<file path="config.mk">
export PLATFORM = sky130hd
export DESIGN_NAME = fixed_mac_ci
export DESIGN_NICKNAME = d
export VERILOG_FILES = /design/src/rtl/fixed_mac_ci_pkg.sv /design/src/rtl/fixed_mac_ci_sat.sv /design/src/rtl/fixed_mac_ci.sv
export SDC_FILE = /design/constraint.sdc
export NUM_CORES = 2
export LEC_CHECK = 0
export ABC_CLOCK_PERIOD_IN_PS = 9350
export CAP_MARGIN = 10
export CORE_MARGIN = 3
export CORE_UTILIZATION = 50
export CTS_CLUSTER_SIZE = 24
export DETAILED_ROUTE_END_ITERATION = 16
export PLACE_DENSITY = 0.69
export SETUP_SLACK_MARGIN = 0.5
export SYNTH_ARGS = -nofsm -noshare
export SYNTH_HDL_FRONTEND = slang
export SYNTH_HIERARCHICAL = 1
export SYNTH_SLANG_ARGS = --single-unit
</file>
<file path="constraint.sdc">
create_clock -name clk -period 9.35 [get_ports clk]
set_input_delay 1.87 -clock clk [delete_from_list [all_inputs] [get_ports clk]]
set_output_delay 1.87 -clock clk [all_outputs]
set_load 0.03 [all_outputs]
</file>
<file path="src/rtl/fixed_mac_ci_pkg.sv">
// Shared constants, opcodes and FSM state encoding for the fixed-point MUL/MAC
// custom-instruction stage.
package fixed_pkg;

    localparam int WIDTH     = 32;
    localparam int FRAC_BITS = 16;
    localparam int ACC_GUARD = 8;

    localparam logic [1:0] OP_MUL  = 2'd0;
    localparam logic [1:0] OP_MAC  = 2'd1;
    localparam logic [1:0] OP_CLR  = 2'd2;
    localparam logic [1:0] OP_READ = 2'd3;

    typedef enum logic [1:0] {
        ST_IDLE  = 2'd0,
        ST_MUL   = 2'd1,
        ST_SCALE = 2'd2,
        ST_DONE  = 2'd3
    } state_e;

    // Half an LSB of the result format, added before the shift to round half up.
    localparam longint ROUND_HALF = longint'(1) << (FRAC_BITS - 1);

endpackage

</file>
<file path="src/rtl/fixed_mac_ci_sat.sv">
// Signed saturator: narrows IN_W bits to OUT_W bits, clamping to the most
// positive / most negative OUT_W value when the input does not fit.
// Intended for IN_W > OUT_W.
module fixed_sat #(
    parameter int IN_W  = 40,
    parameter int OUT_W = 32
) (
    input  logic signed [IN_W-1:0]  in_i,
    output logic signed [OUT_W-1:0] out_o
);

    localparam int HEAD_W = IN_W - OUT_W + 1;

    // The value fits when every bit from the top down to the OUT_W sign bit agrees.
    logic [HEAD_W-1:0] head;
    assign head = in_i[IN_W-1:OUT_W-1];

    // Pass through when representable, otherwise clamp toward the input's sign.
    always_comb begin
        out_o = in_i[OUT_W-1:0];
        if (!((&head) || !(|head))) begin
            out_o = in_i[IN_W-1] ? {1'b1, {(OUT_W-1){1'b0}}}
                                 : {1'b0, {(OUT_W-1){1'b1}}};
        end
    end

endmodule

</file>
<file path="src/rtl/fixed_mac_ci.sv">
// Fixed-point MUL/MAC custom-instruction stage: multiply, round, rescale,
// saturate and optionally accumulate into a guarded accumulator.
//
// Handshake: start is a one-cycle request, sampled only in IDLE while clk_en is
// high; it is ignored in every other state. done is a registered pulse that is
// high for exactly one enabled cycle and result is valid while done is high,
// holding its value until the next completion. clk_en low freezes everything,
// including a pending done pulse.
module fixed_mac_ci
    import fixed_pkg::*;
#(
    parameter int WIDTH     = fixed_pkg::WIDTH,
    parameter int FRAC_BITS = fixed_pkg::FRAC_BITS,
    parameter int ACC_GUARD = fixed_pkg::ACC_GUARD
) (
    input  logic             clk,
    input  logic             reset_n,
    input  logic             clk_en,
    input  logic             start,
    input  logic [1:0]       n,
    input  logic [WIDTH-1:0] dataa,
    input  logic [WIDTH-1:0] datab,
    output logic [WIDTH-1:0] result,
    output logic             done
);

    localparam int ACC_W  = WIDTH + ACC_GUARD;
    localparam int PROD_W = 2 * WIDTH;
    localparam int SUM_W  = PROD_W + 1;
    localparam logic signed [SUM_W-1:0] ROUND_K = SUM_W'(1) <<< (FRAC_BITS - 1);

    state_e                    state_q, state_d;
    logic [1:0]                op_q;
    logic signed [WIDTH-1:0]   a_q, b_q;
    logic signed [PROD_W-1:0]  prod_q;
    logic signed [ACC_W-1:0]   acc_q, acc_d;
    logic [WIDTH-1:0]          result_q;
    logic                      done_q;

    logic                      load_ops;
    logic                      commit;
    logic [1:0]                eff_op;

    logic signed [SUM_W-1:0]   rounded_sum;
    logic signed [SUM_W-1:0]   shifted;
    logic signed [ACC_W-1:0]   scaled;
    logic signed [ACC_W:0]     mac_sum;
    logic signed [ACC_W-1:0]   mac_sat;
    logic signed [ACC_W-1:0]   res_src;
    logic signed [WIDTH-1:0]   result_d;

    // Next-state logic; CLR/READ commit straight from IDLE using the live opcode,
    // MUL/MAC commit from SCALE using the latched one.
    always_comb begin
        state_d  = state_q;
        load_ops = 1'b0;
        commit   = 1'b0;
        eff_op   = op_q;
        case (state_q)
            ST_IDLE: begin
                eff_op = n;
                if (start) begin
                    if (n[1]) begin
                        state_d = ST_DONE;
                        commit  = 1'b1;
                    end else begin
                        state_d  = ST_MUL;
                        load_ops = 1'b1;
                    end
                end
            end
            ST_MUL:   state_d = ST_SCALE;
            ST_SCALE: begin
                state_d = ST_DONE;
                commit  = 1'b1;
            end
            ST_DONE:  state_d = ST_IDLE;
            default:  state_d = ST_IDLE;
        endcase
    end

    // Round half up, then arithmetic shift back into the result format.
    assign rounded_sum = $signed({prod_q[PROD_W-1], prod_q}) + ROUND_K;
    assign shifted     = rounded_sum >>> FRAC_BITS;

    fixed_sat #(.IN_W(SUM_W), .OUT_W(ACC_W)) u_sat_scaled (
        .in_i  (shifted),
        .out_o (scaled)
    );

    assign mac_sum = $signed({acc_q[ACC_W-1], acc_q}) + $signed({scaled[ACC_W-1], scaled});

    fixed_sat #(.IN_W(ACC_W + 1), .OUT_W(ACC_W)) u_sat_acc (
        .in_i  (mac_sum),
        .out_o (mac_sat)
    );

    // Accumulator update and result source selection for the committing op.
    always_comb begin
        acc_d = acc_q;
        case (eff_op)
            OP_MAC:  acc_d = mac_sat;
            OP_CLR:  acc_d = '0;
            default: acc_d = acc_q;
        endcase
        res_src = (eff_op == OP_MUL) ? scaled : acc_d;
    end

    fixed_sat #(.IN_W(ACC_W), .OUT_W(WIDTH)) u_sat_res (
        .in_i  (res_src),
        .out_o (result_d)
    );

    // State, operand, product, accumulator and result registers; all frozen by clk_en.
    always_ff @(posedge clk or negedge reset_n) begin
        if (!reset_n) begin
            state_q  <= ST_IDLE;
            op_q     <= 2'd0;
            a_q      <= '0;
            b_q      <= '0;
            prod_q   <= '0;
            acc_q    <= '0;
            result_q <= '0;
            done_q   <= 1'b0;
        end else if (clk_en) begin
            state_q <= state_d;
            done_q  <= (state_d == ST_DONE);
            if (load_ops) begin
                a_q  <= dataa;
                b_q  <= datab;
                op_q <= n;
            end
            if (state_q == ST_MUL) begin
                prod_q <= PROD_W'(a_q) * PROD_W'(b_q);
            end
            if (commit) begin
                acc_q    <= acc_d;
                result_q <= result_d;
            end
        end
    end

    assign result = result_q;
    assign done   = done_q;

endmodule
</file>
* After elaboration in Yosys (flattened, before gate mapping) *
Cells that the tools add are included.

storage, ports and cells
  register bits after elaboration = 205
  output and inout bits = 33
  logic and storage cells = 52

cells by class
  add/subtract/negate cells = 2
  multiply operators = 1
  eq/ne operators = 6
  mux-type cells = 18
  reduce and logical (&&, ||, !) cells = 17

operators by type and width
  cell                                             number
  2-to-1 mux 40 bit                                5
  case mux 40 bit (2 select lines)                 1
  adder 64 x 17 -> 65 bit (second input constant)  1
  multiplier 32 x 32 -> 64 bit                     1
  2-to-1 mux 32 bit                                2
  adder 40 x 40 -> 41 bit                          1
  AND reduction 10 bit                             1
  OR reduction 10 bit                              1
  AND reduction 9 bit                              1
  OR reduction 9 bit                               1
  == test 2 bit (second input constant)            4
  case mux 2 bit (4 select lines)                  1
  AND reduction 2 bit                              4
  2-to-1 mux 2 bit                                 3
  2-to-1 mux 1 bit                                 5
  == test 2 x 1 -> 1 bit (second input constant)   2
  logical NOT 2 bit                                2
  logical NOT 1 bit                                3
  logical OR 1 bit                                 3
  case mux 1 bit (2 select lines)                  1
  OR reduction 2 bit                               1

* Depth between registers and ports, before layout *
  word-level depth = 16
  gate-level depth with buffers = 40
  gate-level depth less buffers = 36

* Hierarchy *
Netlist, hierarchy kept.

modules (own cells, without submodules)
  module                    times used  cells each  area an instance (um2)  sequential area each (um2)
  fixed_mac_ci              1           5113        47159.0                 4754.6
  fixed_sat (u_sat_res)     1           82          616.8                   0.0
  fixed_sat (u_sat_scaled)  1           108         599.3                   0.0
  fixed_sat (u_sat_acc)     1           52          374.1                   0.0

* Worst setup path after synthesis *
Ideal clock, no wire load.

  kind = register to register
  from = register prod_q[17]
  to = register result_q[0] (netlist: result[0])
  data arrival time = 9.323 ns
  required time = 9.233 ns
  setup slack = -0.090 ns
  cell stages (with the launch flop) = 39
  path buffers = 5
  clock period less this slack = 9.440 ns
  cell sequence = dfrtp_1 > and3_1 > and3_1 > nand2_1 > nor4_1 > and3_1 > buf_2 > and3_1 > a21boi_0 > nand4_1 > or4_4 > o22a_4 > buf_6 > o21ai_0 > ha_1 > inv_1 > fa_1 > and2b_1 > (+3 left out) > a31oi_4 > a31oi_2 > o41ai_4 > a41oi_1 > mux2_2 > ha_1 > nor2_1 > buf_4 > buf_4 > a21o_1 > a31oi_1 > o21ai_0 > nor4_1 > nand2_1 > buf_6 > a2bb2oi_1 > nand2_1 > nand2_1

on the way
  word-level cells in the longest chain between the ends = 16
  elaborated cells on any way between the ends = 22

RTL lines
  element                               line                    RTL
  start: declaration                    fixed_mac_ci.sv:35      logic signed [PROD_W-1:0] prod_q;
  start signal: assignment              fixed_mac_ci.sv:134     prod_q <= PROD_W'(a_q) * PROD_W'(b_q);
  adder 64 x 17 -> 65 bit (*)           fixed_mac_ci.sv:83      assign rounded_sum = $signed({prod_q[PROD_W-1], prod_q}) + ROUND_K;
  named net rounded_sum[64]             fixed_mac_ci.sv:44      logic signed [SUM_W-1:0] rounded_sum;
  OR reduction 10 bit                   fixed_mac_ci_sat.sv:21  if (!((&head) || !(|head))) begin
  logical NOT 1 bit                     fixed_mac_ci_sat.sv:21
  logical OR 1 bit                      fixed_mac_ci_sat.sv:21
  2-to-1 mux 40 bit (*)                 fixed_mac_ci_sat.sv:21
  named net scaled[0]                   fixed_mac_ci.sv:46      logic signed [ACC_W-1:0] scaled;
  adder 40 x 40 -> 41 bit (*)           fixed_mac_ci.sv:91      assign mac_sum = $signed({acc_q[ACC_W-1], acc_q}) + $signed({scaled[ACC_W-1], scaled});
  named net mac_sum[40]                 fixed_mac_ci.sv:47      logic signed [ACC_W:0] mac_sum;
  (+4 left out)                         --
  named net mac_sat[34]                 fixed_mac_ci.sv:48      logic signed [ACC_W-1:0] mac_sat;
  case mux 40 bit (2 select lines) (*)  fixed_mac_ci.sv:101     case (eff_op)
  2-to-1 mux 40 bit (*)                 fixed_mac_ci.sv:106     res_src = (eff_op == OP_MUL) ? scaled : acc_d;
  named net res_src[34]                 fixed_mac_ci.sv:49      logic signed [ACC_W-1:0] res_src;
  OR reduction 9 bit                    fixed_mac_ci_sat.sv:21
  logical NOT 1 bit                     fixed_mac_ci_sat.sv:21
  logical OR 1 bit (*)                  fixed_mac_ci_sat.sv:21
  2-to-1 mux 32 bit (*)                 fixed_mac_ci_sat.sv:21
  named net result_d[0]                 fixed_mac_ci.sv:50      logic signed [WIDTH-1:0] result_d;
  end signal: assignment                fixed_mac_ci.sv:138     result_q <= result_d;
  end: declaration                      fixed_mac_ci.sv:37      logic [WIDTH-1:0] result_q;

The timed path passes the listed nets; every way through them passes the cells marked *.
A chain may end at the register's enable or synchronous reset.

* Worst setup path after layout *
  from = register b_q[9]
  to = register prod_q[61]

on the way
  word-level cells in the longest chain between the ends = 1

RTL lines
  element                       line                 RTL
  start: declaration            fixed_mac_ci.sv:34   logic signed [WIDTH-1:0] a_q, b_q;
  start signal: assignment      fixed_mac_ci.sv:130  b_q <= datab;
  multiplier 32 x 32 -> 64 bit  fixed_mac_ci.sv:134

No other way between the ends.

==> impl_metrics.ini <==
[drt]
vias_per_cell = 5.43
firstDrtPassIters = 5
drt_iter0_markers = 2415
wl_per_cell_um = 19.0
drc = 0
via_count = 35600
wl_um = 124000
postRouteAntennaNets = 0

[worst_setup_path]
slowest_stage = dfrtp_1
arrival_ns = 8.79
critPathMaxFanout = 16
path_cells = nand2_1 -> fa_1 -> fa_1 -> fa_1 -> inv_1 -> fa_1 -> fa_1 -> inv_1 -> fa_1 -> fa_1 -> fa_1 -> inv_1 -> ha_1 -> a21oi_1 -> o21bai_1 -> a21oi_1 -> o21bai_1 -> a21o_1 -> a31oi_1 -> mux2i_1 -> a21oi_1 -> o311ai_2
ff2ff_path_depth = 22
cp-end-kind = flop
r2r_end = prod_q[61]
r2r_setup_slack_ns = 0.96
rr_startpoint = b_q[9]
cp.required_ns = 9.75
crit_top_cell = fa_1
cp_top_family = adder cells
critical_path_class = reg -> reg
max_stage_delay_ns = 0.93
worst_setup_path_start_kind = flop
cp_num_buf_inv = 3

[job]
drv_cap = 0

[clocking]
cts.clk_slew.worst_paths_ns = 0.10
cts.sinks = 190
cts-hold-fix-buffers = 0
cts.htree.levels = 4
cts_max_path_buffers = 2
numCtsBuffers = 17
clk_latency_ns = 0.54
cts_tree = done
cts_root_buf = clkbuf_16

[grt]
busiest_layer = met2
grt-ovfl-total = 0
grtUsageMet3_pct = 3.81
grt_max_degree = 99
met2_usage_pct = 42.2
track_usage_pct = 25.6
antenna_found_initial = 1
grt_first_pass_wirelength_um = 207000
grtUsageMet1_pct = 35.1
grt_pass1_vias = 38100

[finish]
nets = 6655
syn_to_final_growth_pct = 5.98
final_cell_mix = fa_1, inv_1, nand2_1
fin_util_pct = 53.9
nFillCells = 8655
diodes = 0
final_common_cell = fa_1
drive_gt1_share_pct = 5.39

[timing]
slew_headroom_pct = 16.7
finClkSkew_ns = 0.0250
finalSetupViolations = 0
slew_viol_final = 0
setup_slack_ns = 0.963
rsz0062_at_grt = false
period_share_pct = 89.7
period_minus_slack_ns = 8.39
worstMarginPinSlew_ns = 1.25
fmax_mhz = 119
finalSetupTns_ns = 0
finalHoldViolCount = 0

[synthesis]
ys_types = 99
synth_edf_count = 0
seq_area_frac_synth_pct = 9.75
synth-seq-cells = 190
synth_warnings = 6
syn_inst = 5355
ys.flop_type = dfrtp_1
syn_nets = 6735
async_flop_share_pct = 100
postSynthAreaPerCell_um2 = 9.10
netlist_area_um2 = 48700

[die]
fp-row-count = 113
die_x_um = 318
die_area_um2 = 101000
initial_core_util_pct = 50.9
die_h_um = 318
core_region_area_um2 = 95900
ios = 103

[placed_design]
place_congestion = 0.904
place.port_buffers = 102
dpl.hpwl_um = 102000
dpl_worst_slack_ns = 0.00100

[run_status]
status = finished clean

[hold_path]
holdCritStartpoint = result[31]
holdPathStages = 2
whs_endpoint = result[31]
hold_class = reg -> reg
==> through the flow <==
step	area, um2	hold WS [ns]	instances
detailed placement	50800	0.462	6513
CTS	51500	0.487	6546
finish	51700	0.482	6553
global placement	50800	0.461	6513
global route	51700	0.512	6553
floorplan	48700	0.450	5355
==> cell type report <==
| class | count | area [um2] | share of cell area, % |
|---|---|---|---|
| tap | 1265 | 1580 | 3.06 |
| clock buffer | 18 | 429 | 0.831 |
| inverter | 1057 | 3970 | 7.68 |
| sequential | 190 | 4760 | 9.21 |
| clock inverter | 14 | 209 | 0.404 |
| timing repair buffer | 210 | 1890 | 3.66 |
| multi-input combinational | 3799 | 38800 | 75.1 |
==> Yosys cell counts, types with 13 or more instances <==
library cell     n  area, um2
a21o_1          90        676
a21oi_1         89        445
a2bb2oi_1       27        236
a31oi_1         48        300
and2_1         507       3170
and3_1          33        206
buf_6           14        158
clkbuf_1       266        998
dfrtp_1        190       4750
fa_1          1082      21700
ha_1           228       2850
inv_1         1056       3960
mux2_2          67        754
nand2_1        819       3070
nand2b_1        15       93.8
nand3_1         84        420
nand4_1         29        181
nor2_1          90        338
nor2b_1         47        294
nor3_1          28        140
o21a_1          15        113
o21ai_0        189        946
o21ai_2         13        114
xnor2_1         94        823
xor2_1          42        368
==> worst register-to-register path, delay by kind of cell, from the launching register on <==
| kind | cells | cell delay (ns) |
|---|---|---|
| compound gates | 8 | 1.44 |
| simple gates | 1 | 0.27 |
| flops | 1 | 0.93 |
| buf+inv | 3 | 0.33 |
| mux | 1 | 0.12 |
| fa+ha+maj | 9 | 5.16 |
==> worst max-delay path by stage <==
stage / start / to / slack (ns) / cells after the start
floorplan: prod_q[17] / result[0] / 0.61 / 38
global placement: prod_q[23] / result[19] / 0.26 / 36
detailed placement: prod_q[23] / result[29] / 0.001 / 36
CTS: prod_q[23] / result[29] / 0.54 / 36
global route: prod_q[31] / result[6] / 0.46 / 36
finish: b_q[9] / prod_q[61] / 0.96 / 22
==> cells by family (layout without fill, tap and decap cells) <==
group	Yosys count	count (layout)	share of synthesized area, %
XOR/XNOR	136	136	2.44
multiplexers	73	73	1.67
AND/OR/NAND/NOR	1697	1697	17.0
flip-flops	190	190	9.75
AO/OA/AOI/OAI	582	583	7.90
buffers and inverters	1367	1299	10.9
adder cells (fa/ha/maj)	1310	1310	50.3
==> flip-flops by register name (all words and copies together) (netlist names) <==
register / flops
a_q: 32
op_q: 2
acc_q: 40
prod_q: 49
result: 32
done: 1
b_q: 32
state_q: 2
==> timing repair <==
item / CTS / global route
endpoints found under the hold margin: 0 / 0
resized for setup: 11 / 30
setup endpoints to repair: 31 / 42
buffers inserted: 0 / 6
cloned: 1 / 0
pin swaps: 0 / 4
==> metal layers <==
| metal | part of all wire [%] | vias up | wire (um) |
|---|---|---|---|
| met5 | 0 | - | 0 |
| met4 | 3.0 | 0 | 3720 |
| met3 | 5.8 | 211 | 7190 |
| met2 | 48 | 1134 | 60200 |
| met1 | 43 | 18200 | 53300 |
| li1 | - | 16000 | - |
Power is not shown: default switching activity piles up to over one toggle a cycle in this logic, so the estimate is an artifact.
